[config.mk]
export PLATFORM = sky130hd
export DESIGN_NAME = irqctrl
export DESIGN_NICKNAME = d
export VERILOG_FILES = /design/src/rtl/p601_irq_pkg.sv /design/src/rtl/irq_prio_enc.sv /design/src/rtl/irqctrl.sv
export SDC_FILE = /design/constraint.sdc
export NUM_CORES = 1
export LEC_CHECK = 0
export ABC_CLOCK_PERIOD_IN_PS = 4500
export CORE_ASPECT_RATIO = 0.7
export CORE_MARGIN = 3
export CORE_UTILIZATION = 30
export CTS_BUF_LIST = sky130_fd_sc_hd__clkbuf_4
export DETAILED_ROUTE_END_ITERATION = 12
export HOLD_SLACK_MARGIN = 0.12
export PLACE_DENSITY = 0.57
export REMOVE_ABC_BUFFERS = 1
export SYNTH_ARGS = -nofsm -noshare
export SYNTH_HDL_FRONTEND = slang
export SYNTH_HIERARCHICAL = 1
export SYNTH_SLANG_ARGS = --single-unit
[constraint.sdc]
create_clock -name clk -period 4.5 [get_ports clk]
set_clock_uncertainty 0.2 [all_clocks]
set_input_delay 0.675 -clock clk [delete_from_list [all_inputs] [get_ports clk]]
set_output_delay 0.675 -clock clk [all_outputs]
set_load 0.05 [all_outputs]
[src/rtl/p601_irq_pkg.sv]
// p601_irq_pkg -- shared constants for the interrupt controller.
//   NUM_SRC     number of interrupt sources
//   ADDR_*      register offsets on the AD bus
//   VECT_NONE   VECT read value when no source is active
//   SRC_*       bit positions of the peripheral interrupt sources
package p601_irq_pkg;

  localparam int NUM_SRC = 8;

  localparam logic [2:0] ADDR_PEND = 3'd0;
  localparam logic [2:0] ADDR_MASK = 3'd1;
  localparam logic [2:0] ADDR_EDGE = 3'd2;
  localparam logic [2:0] ADDR_VECT = 3'd3;
  localparam logic [2:0] ADDR_CTRL = 3'd4;
  localparam logic [2:0] ADDR_RAW  = 3'd5;

  localparam logic [7:0] VECT_NONE = 8'h80;

  localparam int SRC_VPU      = 0;
  localparam int SRC_SIMPLEIO = 1;
  localparam int SRC_UARTIO   = 2;

endpackage

[src/rtl/irq_prio_enc.sv]
// irq_prio_enc -- 8-bit priority encoder, lowest index wins.
//   req    request vector
//   idx    index of the lowest set bit of req (0 when none set)
//   valid  1 when any bit of req is set
module irq_prio_enc
  import p601_irq_pkg::*;
(
  input  logic [NUM_SRC-1:0] req,
  output logic [2:0]         idx,
  output logic               valid
);

  // Scan from the top down so the lowest set bit is the last one assigned.
  always_comb begin
    idx   = 3'd0;
    valid = 1'b0;
    for (int i = NUM_SRC - 1; i >= 0; i--) begin
      if (req[i]) begin
        idx   = 3'(i);
        valid = 1'b1;
      end
    end
  end

endmodule

[src/rtl/irqctrl.sv]
// irqctrl -- 8-source interrupt controller with per-source level/edge mode,
// mask, global enable and a priority vector register.
//   clk   system clock (CPU clock), rising edge
//   rst   asynchronous reset, active low
//   src   peripheral interrupt requests, active high
//   AD    register select; DI write data; DO combinational read data
//   rw    1 = read, 0 = write; cs block select (VMA-qualified)
//   irq   registered interrupt request to the CPU
// Build option: define IRQCTRL_SYNC_EN to pass src through a 2-flop
// synchroniser (src->PEND 3 edges, src->irq 4); otherwise src is used
// directly (src->PEND 1 edge, src->irq 2).
module irqctrl
  import p601_irq_pkg::*;
(
  input  logic               clk,
  input  logic               rst,
  input  logic [NUM_SRC-1:0] src,
  input  logic [2:0]         AD,
  input  logic [7:0]         DI,
  output logic [7:0]         DO,
  input  logic               rw,
  input  logic               cs,
  output logic               irq
);

  logic [NUM_SRC-1:0] src_s;
  logic [NUM_SRC-1:0] src_d;
  logic [NUM_SRC-1:0] pend;
  logic [NUM_SRC-1:0] mask;
  logic [NUM_SRC-1:0] edge_mode;
  logic               gie;

  logic [NUM_SRC-1:0] pend_nxt;
  logic [NUM_SRC-1:0] act;
  logic [NUM_SRC-1:0] rise;
  logic [NUM_SRC-1:0] w1c;
  logic [NUM_SRC-1:0] mode_chg;
  logic               wr;
  logic               wr_pend;
  logic               wr_mask;
  logic               wr_edge;
  logic               wr_ctrl;
  logic [2:0]         vect_idx;
  logic               vect_valid;

`ifdef IRQCTRL_SYNC_EN
  logic [NUM_SRC-1:0] sync_q1;
  logic [NUM_SRC-1:0] sync_q2;

  always_ff @(posedge clk or negedge rst) begin
    if (!rst) begin
      sync_q1 <= '0;
      sync_q2 <= '0;
    end else begin
      sync_q1 <= src;
      sync_q2 <= sync_q1;
    end
  end

  assign src_s = sync_q2;
`else
  assign src_s = src;
`endif

  assign wr      = cs && !rw;
  assign wr_pend = wr && (AD == ADDR_PEND);
  assign wr_mask = wr && (AD == ADDR_MASK);
  assign wr_edge = wr && (AD == ADDR_EDGE);
  assign wr_ctrl = wr && (AD == ADDR_CTRL);

  assign rise     = src_s & ~src_d;
  assign w1c      = wr_pend ? DI : '0;
  assign mode_chg = wr_edge ? (DI ^ edge_mode) : '0;

  // Edge bits: a rise in the same cycle as a W1C keeps the bit set.
  // Level bits follow src_s. Bits whose mode is being changed start clean.
  assign pend_nxt = ((edge_mode & (rise | (pend & ~w1c))) | (~edge_mode & src_s))
                    & ~mode_chg;

  assign act = pend & mask;

  always_ff @(posedge clk or negedge rst) begin
    if (!rst) begin
      src_d     <= '0;
      pend      <= '0;
      mask      <= '0;
      edge_mode <= '0;
      gie       <= 1'b0;
      irq       <= 1'b0;
    end else begin
      src_d <= src_s;
      pend  <= pend_nxt;
      irq   <= gie && (|act);
      if (wr_mask) mask      <= DI;
      if (wr_edge) edge_mode <= DI;
      if (wr_ctrl) gie       <= DI[0];
    end
  end

  irq_prio_enc u_prio (
    .req   (act),
    .idx   (vect_idx),
    .valid (vect_valid)
  );

  always_comb begin
    DO = 8'h00;
    case (AD)
      ADDR_PEND: DO = pend;
      ADDR_MASK: DO = mask;
      ADDR_EDGE: DO = edge_mode;
      ADDR_VECT: DO = vect_valid ? {5'b0, vect_idx} : VECT_NONE;
      ADDR_CTRL: DO = {7'b0, gie};
      ADDR_RAW:  DO = src_s;
      default:   DO = 8'h00;
    endcase
  end

endmodule

=== Yosys cells after proc, flatten, opt, wreduce, memory -nomap -nowiden ===
Cells that the tools add are included.

* Bits in registers: 34
* Output and inout port bits: 9
* Logic and storage cells: 53

* Equal/unequal tests: 5
* Multiplexer cells: 20
* Bitwise logic cells: 13
* Reduce and logical (&&, ||, !) cells: 9

{| class="wikitable"
|+ Operator list
! cell !! count
|-
| $and 8x8->8 || 6
|-
| $pmux 8 s6 || 1
|-
| $not 8->8 || 4
|-
| $mux 3 || 8
|-
| $mux 8 || 3
|-
| $or 8x8->8 || 2
|-
| $mux 1 || 8
|-
| $reduce_or 8->1 || 1
|-
| $xor 8x8->8 || 1
|-
| $eq 3x2->1 const B || 2
|-
| $eq 3x3->1 const B || 2
|-
| $logic_and 1x1->1 || 6
|-
| $eq 3x1->1 const B || 1
|-
| $logic_not 3->1 || 1
|-
| $logic_not 1->1 || 1
|}

=== Logic depth before layout (Yosys ltp) ===
Gate-level depths: netlist of the first run.

* Depth in word-level cells: 11
* Mapped depth: 7
* Depth with buffers taken out: 7

=== Hierarchy ===
The synthesis of the first run kept the hierarchy.

{| class="wikitable"
|+ By module, submodules not included
! module !! instances !! cells each !! area each (um2) !! seq. area each (um2)
|-
| irqctrl || 1 || 168 || 1908.1 || 850.8
|-
| irq_prio_enc || 1 || 13 || 80.1 || 0.0
|}

=== Least setup slack after synthesis of the first run ===
OpenSTA, ideal clock, no wires.

* Path type: input-to-output
* Start point: input port AD[0]
* End point: output port DO[4]
* Data arrival time: 2302 ps
* Slack: 1323 ps
* Stages: 5
* Path through: buf_2 nor2b_1 buf_2 a2bb2oi_1 o21ai_0

* Longest elaborated chain between the ends: 2
* Elaborated cells on any way between the ends: 7

{| class="wikitable"
|+ Ends and longest elaborated chain
! element !! RTL line !! source
|-
| start: declaration || irqctrl.sv:18 || <nowiki>input logic [2:0] AD,</nowiki>
|-
| $eq 3x3->1 (tied with other cells) || irqctrl.sv:108 || <nowiki>case (AD)</nowiki>
|-
| $pmux 8 s6 * || irqctrl.sv:108 ||
|-
| end: declaration || irqctrl.sv:20 || <nowiki>output logic [7:0] DO,</nowiki>
|}

Every way passes the cells marked *; elsewhere a longest branch is shown, timed or not.

=== Final worst setup path of the first run ===
* Start point: register pend[5]
* End point: output port DO[7]

* Longest elaborated chain between the ends: 9

{| class="wikitable"
|+ Ends and longest elaborated chain
! element !! RTL line !! source
|-
| start: declaration || irqctrl.sv:28 || <nowiki>logic [NUM_SRC-1:0] pend;</nowiki>
|-
| start signal: assignment || irqctrl.sv:92 || <nowiki>pend <= pend_nxt;</nowiki>
|-
| $and 8x8->8 || irqctrl.sv:80 || <nowiki>assign act = pend & mask;</nowiki>
|-
| via act[5] || irqctrl.sv:34 || <nowiki>logic [NUM_SRC-1:0] act;</nowiki>
|-
| $mux 1 (6 in series) || irq_prio_enc.sv:18 || <nowiki>if (req[i]) begin</nowiki>
|-
| via vect_valid || irqctrl.sv:44 || <nowiki>logic vect_valid;</nowiki>
|-
| $mux 8 || irqctrl.sv:112 || <nowiki>ADDR_VECT: DO = vect_valid ? {5'b0, vect_idx} : VECT_NONE;</nowiki>
|-
| $pmux 8 s6 || irqctrl.sv:108 ||
|}

The timed path passes the listed nets, and every way through them passes these cells.

==> results of run 1 <==
[state kept, by name, summed over array words and instances (netlist names)]
name,count
pend,8
irq,1
mask,8
gie,1
edge_mode,8
src_d,8
[cells in the final DEF, fill, tap and decap left out, drive strengths merged, types with 4 or more instances in the layout]
master          n
nor2            4
clkdlybuf4s50  25
and4            5
and2            9
nor2b           7
mux2           20
buf            13
nand4b         16
mux2i           4
dfrtp          34
a21o            5
a21oi           4
a21boi          5
nand2           7
clkbuf          5
inv             6
[kinds of logic after synthesis]
group           count (synthesis)
compound gates                 39
buf+inv                        17
flops                          34
mux                            26
simple gates                   65
[routing by layer]
metal  vias to the layer above  share of wire (%)
li1                        761                  -
met1                       786                 54
met2                        44                 39
met3                         2                6.4
met4                         0               0.20
met5                         -                  0
[area by class of cell]
| cell class | instances | area [sq um] | area share [%] |
|---|---|---|---|
| clock buffer | 5 | 37.5 | 1.52 |
| clock inverter | 1 | 3.75 | 0.152 |
| inverter | 6 | 22.5 | 0.914 |
| multi-input combinational | 130 | 1060 | 43.1 |
| sequential | 34 | 851 | 34.5 |
| tap | 91 | 114 | 4.62 |
| timing repair buffer | 38 | 373 | 15.1 |
[path summary, 6_finish.rpt]
path,from,endpoint,slack (ns),depth (start not counted)
max,pend[5],DO[7],0.84,7
min,mask[4],mask[4],0.34,1
max reg2reg,pend[6],irq,2.71,3
min reg2reg,mask[4],mask[4],0.34,1
max in group asynchronous,rst,mask[4],3.23,2
min in group asynchronous,rst,pend[1],0.54,2
[power by group through the flow]
stage	logic [mW]	registers [mW]	clock network [mW]
final	0.310	0.410	0.159
after global routing	0.341	0.423	0.175
after CTS	0.311	0.410	0.163
after detailed placement	0.310	0.416	0
after global placement	0.307	0.415	0
after floorplan	0.202	0.410	0
[worst max-delay path: cells and delay by family (launching register included)]
kind	cells	cell delay [ns]
compound gates	1	0.14
flops	1	0.41
simple gates	3	0.77
buf+inv	2	0.90
mux	1	0.23
==> metrics.txt, run 1 <==
EDFF count, synth 0; overall power approximately 0.88 mW; highest attainable clock frequency approximately 0.27 GHz; cts bufs inserted 5; DRC violation count after routing 0; relative area change from synthesis to final layout 23.9%; setup repair after global routing missed its margin no; TritonCTS clock tree yes; detailed router's first-iteration violation count 60; total placed cells including tap cells 299; Hold Crit Class flop to flop; share of the yosys chip area belonging to registers a little over two fifths; dominant synthesized flop cell sky130_fd_sc_hd__dfrtp_1; WP data arrival between 2 and 3 ns; Layout Cell Area excl Fill between 0.002 and 0.0025 sq mm; number of global-route vias before repair 1576; max-cap violations 0; largest family of logic cells by synthesized area simple AND/OR/NAND/NOR gates; YS warnings 6; number of instances in the synthesized netlist around 180; FFs w/ async S/R, synth 100%; Avg Vias per Cell 5.22; H-tree depth 2; die area 0.00766 sq mm; number of pins with negative max-slew slack in the final report 0; initial antenna violation count 0; count of state elements after synthesis 34; DP Worst Slack just under 0.9 ns; multiplexer share of the synthesized area between 10% and 20%; number of sinks on the clock net 34; number of nets with antenna violations after routing 0; fraction of met3 tracks used by global routing under 10%; Setup Total Neg Slack 0 ns; crit end category primary output; top post-synthesis cells by area sky130_fd_sc_hd__dfrtp_1, sky130_fd_sc_hd__mux2_2, sky130_fd_sc_hd__nand4b_1; Die H ~74 um; placement-stage cell area 0.00242 sq mm; slew at the pin closest to its max-slew limit approximately 0.59 ns; worst slack on hold paths between 0.3 and 0.4 ns; largest buffer count on any clock path 2; count leader, synth sky130_fd_sc_hd__dfrtp_1; post-CTS clock slew at the launch and capture registers of the worst setup and hold paths around 0.1 ns; standard cell core area ~0.0063 sq mm; most used standard cells in the synthesized netlist sky130_fd_sc_hd__dfrtp_1, sky130_fd_sc_hd__mux2_2, sky130_fd_sc_hd__nand4b_1, sky130_fd_sc_hd__and2_1, sky130_fd_sc_hd__nor2b_1; Cell Rows 24; Via Count roughly 1600; hold bufs inserted after CTS 0; final worst setup slack around 0.84 ns; detailed-route wire length per cell 16.4 um; critical path, cell by cell and2_1 -> nor4_1 -> nand2_1 -> inv_1 -> mux4_2 -> a22o_1 -> clkdlybuf4s50_1; Util after Layout between 30% and 40%; stage delay of the slowest cell on the critical path around 0.8 ns; Final setup violation count 0; wire length of the first global-routing pass slightly above 8000 um; largest fanout on the critical path 4; GRT Residual Overflow 0; met2 usage around 20%; reported net switching power about 0.31 mW; Fin. Hold Viols 0; clock tree root driver cell sky130_fd_sc_hd__clkbuf_4; share of the synthesized area in the top cell type 42.8%; status completed; pwr/cell area roughly 360 mW/mm^2; netlist area before placement about 0.0020 sq mm; fillcell total 659; number of cells in the finished layout apart from fillers roughly 310; drt pass-1 iters 4; sequential share of power around 47%; top-level port count 32; post-synthesis average cell area roughly 11 sq um; startpoint type of the worst setup path flop; maximum number of pins on one net before global-route repair 35; number of antenna diodes 0; die span in x 103 um; layout net count ~240; count of buffers added by post-CTS timing repair for setup 0; post-synthesis share of cell area spent on xor and xnor gates 0%; sum of net half-perimeters after detailed placement roughly 3400 um; Clock Power Share between 10% and 20%; Worst VDD drop between 0.15 and 0.2 mV; top cell type by total area after synthesis sky130_fd_sc_hd__dfrtp_1; worst-path cell with the longest stage delay sky130_fd_sc_hd__clkdlybuf4s50_1; Total Routing Usage GR 14.3%; fraction of layout cells with a size suffix above 1 between 20% and 30%; RD Place Congestion 0.782; data required time at the worst endpoint around 3.6 ns; portion of the clock cycle consumed by the worst path in the final layout between 80 and 90%; post-synthesis share of cell area spent on full adders, half adders and majority gates 0%; Starting Density 31.4%; Clk Latency, worst-skew pair between 0.3 and 0.4 ns; fraction of power spent switching nets 35.3%; busiest metal layer after global routing met1; met1 usage in global routing 22.4%; compound-gate portion of the synthesized area 15.4%; number of gates given a new drive strength after cts 0; leakage power figure 0.994 nW; Simple-Gate Fraction of Synth Area ~22%; Total Routed Length around 5000 um; part of the total power dissipated in combinational logic approximately a third; number of different library cells in the post-synthesis netlist 46; critical path class flop to primary output; internal cell power 0.568 mW; relative slew slack ~60%; Port Buffer Count 31; final critical-path required period approximately 3.7 ns
No activity file was read; power rests on OpenSTA's default activity.
==> run 2, diff against run 1 <==
--- a/config.mk
+++ b/config.mk
@@ -5,14 +5,14 @@
 export SDC_FILE = /design/constraint.sdc
 export NUM_CORES = 1
 export LEC_CHECK = 0
-export ABC_CLOCK_PERIOD_IN_PS = 4500
+export ABC_CLOCK_PERIOD_IN_PS = 3100
 export CORE_ASPECT_RATIO = 0.7
 export CORE_MARGIN = 3
 export CORE_UTILIZATION = 30
 export CTS_BUF_LIST = sky130_fd_sc_hd__clkbuf_4
 export DETAILED_ROUTE_END_ITERATION = 12
 export HOLD_SLACK_MARGIN = 0.12
-export PLACE_DENSITY = 0.57
+export PLACE_DENSITY = 0.59
 export REMOVE_ABC_BUFFERS = 1
 export SYNTH_ARGS = -nofsm -noshare
 export SYNTH_HDL_FRONTEND = slang
==> constraint.sdc (replaced) <==
create_clock -name clk -period 3.1 [get_ports clk]
set_clock_uncertainty 0.2 [all_clocks]
set_input_delay 0.465 -clock clk [delete_from_list [all_inputs] [get_ports clk]]
set_output_delay 0.465 -clock clk [all_outputs]
set_load 0.05 [all_outputs]
==> run 2 against run 1 <==
- register-to-register slack worse by 1.4 ns
- routed wire length is 2.5% higher
- clock power is 100% higher
- first-iteration DRC count is 35% lower
- critical path depth stayed put
- core utilization is 2.6 points higher
- total power is 60% higher
- cell count is 3.3% higher
- critical endpoint is now DO[2]
- highest routed layer unchanged
==> metrics.txt, run 2 (same netlist as run 1, synthesis figures left out) <==
status completed; maximum number of pins on one net before global-route repair 35; total placed cells including tap cells a little over 300; number of cells in the finished layout apart from fillers around 320; setup repair after global routing missed its margin no; most used cells in the layout excluding fill and tap cells sky130_fd_sc_hd__dfrtp_1, sky130_fd_sc_hd__clkdlybuf4s50_1, sky130_fd_sc_hd__mux2_2, sky130_fd_sc_hd__nand4b_1, sky130_fd_sc_hd__buf_4; Total Routing Usage GR 14.4%; post-CTS clock slew at the launch and capture registers of the worst setup and hold paths 0.12 ns; crit end category primary output; stage delay of the slowest cell on the critical path approximately 0.42 ns; relative slew slack 67.1%; GRT Residual Overflow 0; Die H between 70 and 80 um; fillcell total 641; worst slack on hold paths 0.327 ns; hold bufs inserted after CTS 0; number of gates given a new drive strength after cts 0; DP Worst Slack approximately 0.25 ns; slew at the pin closest to its max-slew limit around 0.49 ns; Avg Vias per Cell just over 5; Util after Layout around 42%; detailed router's first-iteration violation count 39; fraction of layout cells with a size suffix above 1 between 20% and 30%; critical path class flop to primary output; overall power approximately 1.4 mW; drt pass-1 iters 4; portion of the clock cycle consumed by the worst path in the final layout a little over nine tenths; data required time at the worst endpoint ~2.4 ns; placement-stage cell area around 0.0026 sq mm; critical path, cell by cell and2_1 -> nor4_1 -> nand2_1 -> inv_1 -> nor3_1 -> a221o_1 -> buf_12; highest attainable clock frequency roughly 0.34 GHz; pwr/cell area 534 mW/mm^2; clock tree root driver cell sky130_fd_sc_hd__clkbuf_4; number of nets with antenna violations after routing 0; largest fanout on the critical path 4; die area between 0.007 and 0.008 sq mm; standard cell core area between 0.006 and 0.007 sq mm; number of antenna diodes 0; count of buffers added by post-CTS timing repair for setup 0; DRC violation count after routing 0; detailed-route wire length per cell approximately 16 um; TritonCTS clock tree yes; multi-input gate area in the final layout between 0.001 and 0.0015 sq mm; number of pins with negative max-slew slack in the final report 0; max-cap violations 0; startpoint type of the worst setup path flop; wire length of the first global-routing pass 8360 um; initial antenna violation count 0; relative area change from synthesis to final layout 32.3%; RD Place Congestion roughly 0.8; number of global-route vias before repair about 1600; number of sinks on the clock net 34; Starting Density 31.4%; Cell Rows 24; Clk Latency, worst-skew pair roughly 0.34 ns; Worst VDD drop 0.224 mV; Total Routed Length between 5000 and 6000 um; area taken by flip-flops and latches about 850 sq um; largest buffer count on any clock path 2; Setup Total Neg Slack 0 ns; top-level port count 32; Port Buffer Count 31; leakage power figure between 1 and 1.5 nW; Layout Cell Area excl Fill roughly 0.0026 sq mm; sum of net half-perimeters after detailed placement ~3700 um; WP data arrival between 2 and 2.5 ns; Hold Crit Class primary input to asynchronous set/reset pin; Final setup violation count 0; worst-path cell with the longest stage delay sky130_fd_sc_hd__dfrtp_1; cts bufs inserted 5; final critical-path required period between 2 and 3 ns; Fin. Hold Viols 0; final worst setup slack 0.170 ns; die span in x ~100 um; Via Count 1600; H-tree depth 2; layout net count roughly 250; leading cell type in the layout, fill and taps excluded sky130_fd_sc_hd__dfrtp_1
-- run 2: changes by cell type in the layout (fill, tap and decap cells not counted), sizes merged --
cell	change
buf	+10
bufinv	+1
clkdlybuf4s50	-2
clkinv	+1
-- run 2: layout make-up --
class	count	area share [%]
Sequential cell	34	32.4
Clock buffer	5	1.43
Multi-Input combinational cell	130	40.4
Clock inverter	3	1.52
Inverter	6	0.856
Tap cell	91	4.33
Timing Repair Buffer	46	19.1
-- run 2: worst paths after layout --
path / to / slack [ns] / from / depth (start not counted)
min in group clk: mask[4] / 0.34 / mask[4] / 1
max in group asynchronous: gie / 2.06 / rst / 2
min: pend[5] / 0.33 / rst / 2
max reg2reg: irq / 1.31 / pend[6] / 3
min reg2reg: mask[4] / 0.34 / mask[4] / 1
max: DO[2] / 0.17 / pend[5] / 7
-- run 2: critical path: cells and delay by family (launching register included) --
kind | cells | cell delay [ns]
compound gates | 1 | 0.42
buf+inv | 2 | 0.28
simple gates | 4 | 0.80
flops | 1 | 0.42
-- run 2: routing by layer --
layer,GRT usage (%),up-vias,wire [um]
met5,0,-,0
met4,2.59,0,14
met3,3.56,2,268
met2,21.6,43,2220
met1,21.3,775,2610
li1,-,780,-
-- run 2: power by group --
part	internal, mW	switching (mW)	total [mW]	leakage [nW]
registers	0.523	0.0717	0.594	0.407
clock network	0.167	0.155	0.322	0.0450
logic	0.253	0.234	0.487	0.624
==> run 3, diff against run 2 <==
--- a/config.mk
+++ b/config.mk
@@ -8,11 +8,11 @@
 export ABC_CLOCK_PERIOD_IN_PS = 3100
 export CORE_ASPECT_RATIO = 0.7
 export CORE_MARGIN = 3
-export CORE_UTILIZATION = 30
+export CORE_UTILIZATION = 40
 export CTS_BUF_LIST = sky130_fd_sc_hd__clkbuf_4
 export DETAILED_ROUTE_END_ITERATION = 12
 export HOLD_SLACK_MARGIN = 0.12
-export PLACE_DENSITY = 0.59
+export PLACE_DENSITY = 0.72
 export REMOVE_ABC_BUFFERS = 1
 export SYNTH_ARGS = -nofsm -noshare
 export SYNTH_HDL_FRONTEND = slang
==> run 3 against run 2 <==
- worst setup slack better by 0.040 ns
- non-clock buffer count shrank 4
- sequential cell count is the same
- sequential power is 0.7% higher
- routed wire length down 4.9%
- critical path depth stayed put
- via count is 1.9% higher
- combinational power decreased by 2%
- clock-buffer cell count is 2 higher
- critical endpoint unchanged
- largest cell class unchanged
==> metrics.txt, run 3 (same netlist as run 1, synthesis figures left out) <==
met1 usage in global routing ~25%; fraction of layout cells with a size suffix above 1 26.5%; Avg Vias per Cell 5.72; RD Place Congestion around 0.90; critical path class flop to primary output; pwr/cell area about 520 mW/mm^2; Fin. Hold Viols 0; number of pins with negative max-slew slack in the final report 0; final critical-path required period between 2 and 3 ns; standard cell core area 0.00455 sq mm; leakage power figure approximately 1.0 nW; max-cap violations 0; slew at the pin closest to its max-slew limit between 0.5 and 0.6 ns; status completed; number of cells in the finished layout apart from fillers 285; most used cells in the layout excluding fill and tap cells sky130_fd_sc_hd__dfrtp_1, sky130_fd_sc_hd__clkdlybuf4s50_1, sky130_fd_sc_hd__mux2_2, sky130_fd_sc_hd__nand4b_1, sky130_fd_sc_hd__buf_4; reported net switching power about 0.45 mW; leading cell type in the layout, fill and taps excluded sky130_fd_sc_hd__dfrtp_1; maximum number of pins on one net before global-route repair 35; Clk Latency, worst-skew pair 0.34 ns; worst reg-to-reg setup slack between 1 and 1.5 ns; total placed cells including tap cells 278; kind of cell with the highest combined delay on the critical path simple AND/OR/NAND/NOR gates; Total Routed Length 4870 um; met2 usage 27.0%; initial antenna violation count 0; fraction of power spent switching nets about 34%; critical path, cell by cell and2_1 -> nor4_1 -> nand2_1 -> inv_1 -> nor3_1 -> a221o_1 -> buf_12; layout net count approximately 240; overall power about 1.3 mW; Final setup violation count 0; fraction of met3 tracks used by global routing between 4 and 5%; number of gates given a new drive strength after cts 0; data required time at the worst endpoint 2.43 ns; drt pass-1 iters 4; internal cell power roughly 0.88 mW; GRT Residual Overflow 0; relative area change from synthesis to final layout 27.3%; Hold Crit Class primary input to asynchronous set/reset pin; Port Buffer Count 31; detailed router's first-iteration violation count around 110; number of sinks on the clock net 34; top-level port count 32; largest fanout on the critical path 4; die span in x 90.3 um; clock tree root driver cell sky130_fd_sc_hd__clkbuf_4; number of global-route vias before repair about 1600; length in cells of the worst reg-to-reg path 3; number of nets with antenna violations after routing 0; Starting Density 43.7%; number of antenna diodes 0; Clock Power Share 18.8%; part of the total power dissipated in combinational logic a little over a third; Worst R2R Start pend[7]; worst-path cell with the longest stage delay sky130_fd_sc_hd__dfrtp_1; Total Routing Usage GR between 15 and 20%; stage delay of the slowest cell on the critical path ~0.43 ns; Util after Layout ~56%; WP data arrival ~2.2 ns; busiest metal layer after global routing met2; sum of net half-perimeters after detailed placement 3520 um; die area 0.00587 sq mm; portion of the clock cycle consumed by the worst path in the final layout approximately 93%; Die H 65.0 um; cts bufs inserted 5; startpoint type of the worst setup path flop; TritonCTS clock tree yes; count of buffers added by post-CTS timing repair for setup 0; Reg2Reg Capture Point irq; Cell Rows 20; Setup Total Neg Slack 0 ns; Buffers & Inverters on Critical Path 2; DRC violation count after routing 0; setup repair after global routing missed its margin no; number of cells on the critical path 7; wire length of the first global-routing pass a little over 8000 um; post-CTS clock slew at the launch and capture registers of the worst setup and hold paths roughly 0.11 ns; Via Count 1630; detailed-route wire length per cell between 15 and 20 um; sequential share of power 45.2%; crit end category primary output; highest attainable clock frequency about 0.35 GHz; largest buffer count on any clock path 2; H-tree depth 2; relative slew slack around two thirds; hold bufs inserted after CTS 0; Worst VDD drop 0.341 mV
-- run 3: through the flow --
stage | hold WS, ns | area (sq um) | worst slack [ns]
after global placement | 0.307 | 2480 | 0.254
after global routing | 0.360 | 2530 | 0.0279
after floorplan | -0.0306 | 1940 | 0.320
after detailed placement | 0.312 | 2480 | 0.189
final | 0.308 | 2530 | 0.210
after CTS | 0.333 | 2530 | 0.216
-- run 3: worst max-delay path by stage --
stage	to	slack [ns]	start
after floorplan	DO[4]	0.32	AD[0]
after global placement	DO[0]	0.25	AD[0]
after detailed placement	pend[3]	0.19	AD[0]
after CTS	DO[2]	0.22	pend[7]
after global routing	DO[2]	0.03	pend[5]
final	DO[2]	0.21	pend[7]
-- run 3: metal layers --
metal | part of all wire [%] | vias up
met5 | 0 | -
met4 | 0.64 | 0
met3 | 7.1 | 4
met2 | 43 | 47
met1 | 49 | 806
li1 | - | 773
-- run 3: power groups by stage --
stage          combinational, mW  clock, mW  sequential (mW)
2_1_floorplan              0.293          0            0.595
5_1_grt                    0.521      0.276            0.610
6_report                   0.478      0.249            0.598
3_3_place_gp               0.470          0            0.602
4_1_cts                    0.480      0.256            0.597
3_5_place_dp               0.478          0            0.606
-- run 3: cell type report --
class                           count  area (sq um)
Fill cell                         416          2020
Multi-Input combinational cell    130          1060
Sequential cell                    34           851
Timing Repair Buffer               42           460
Tap cell                           66          82.6
Clock buffer                        7          52.6
Inverter                            6          22.5
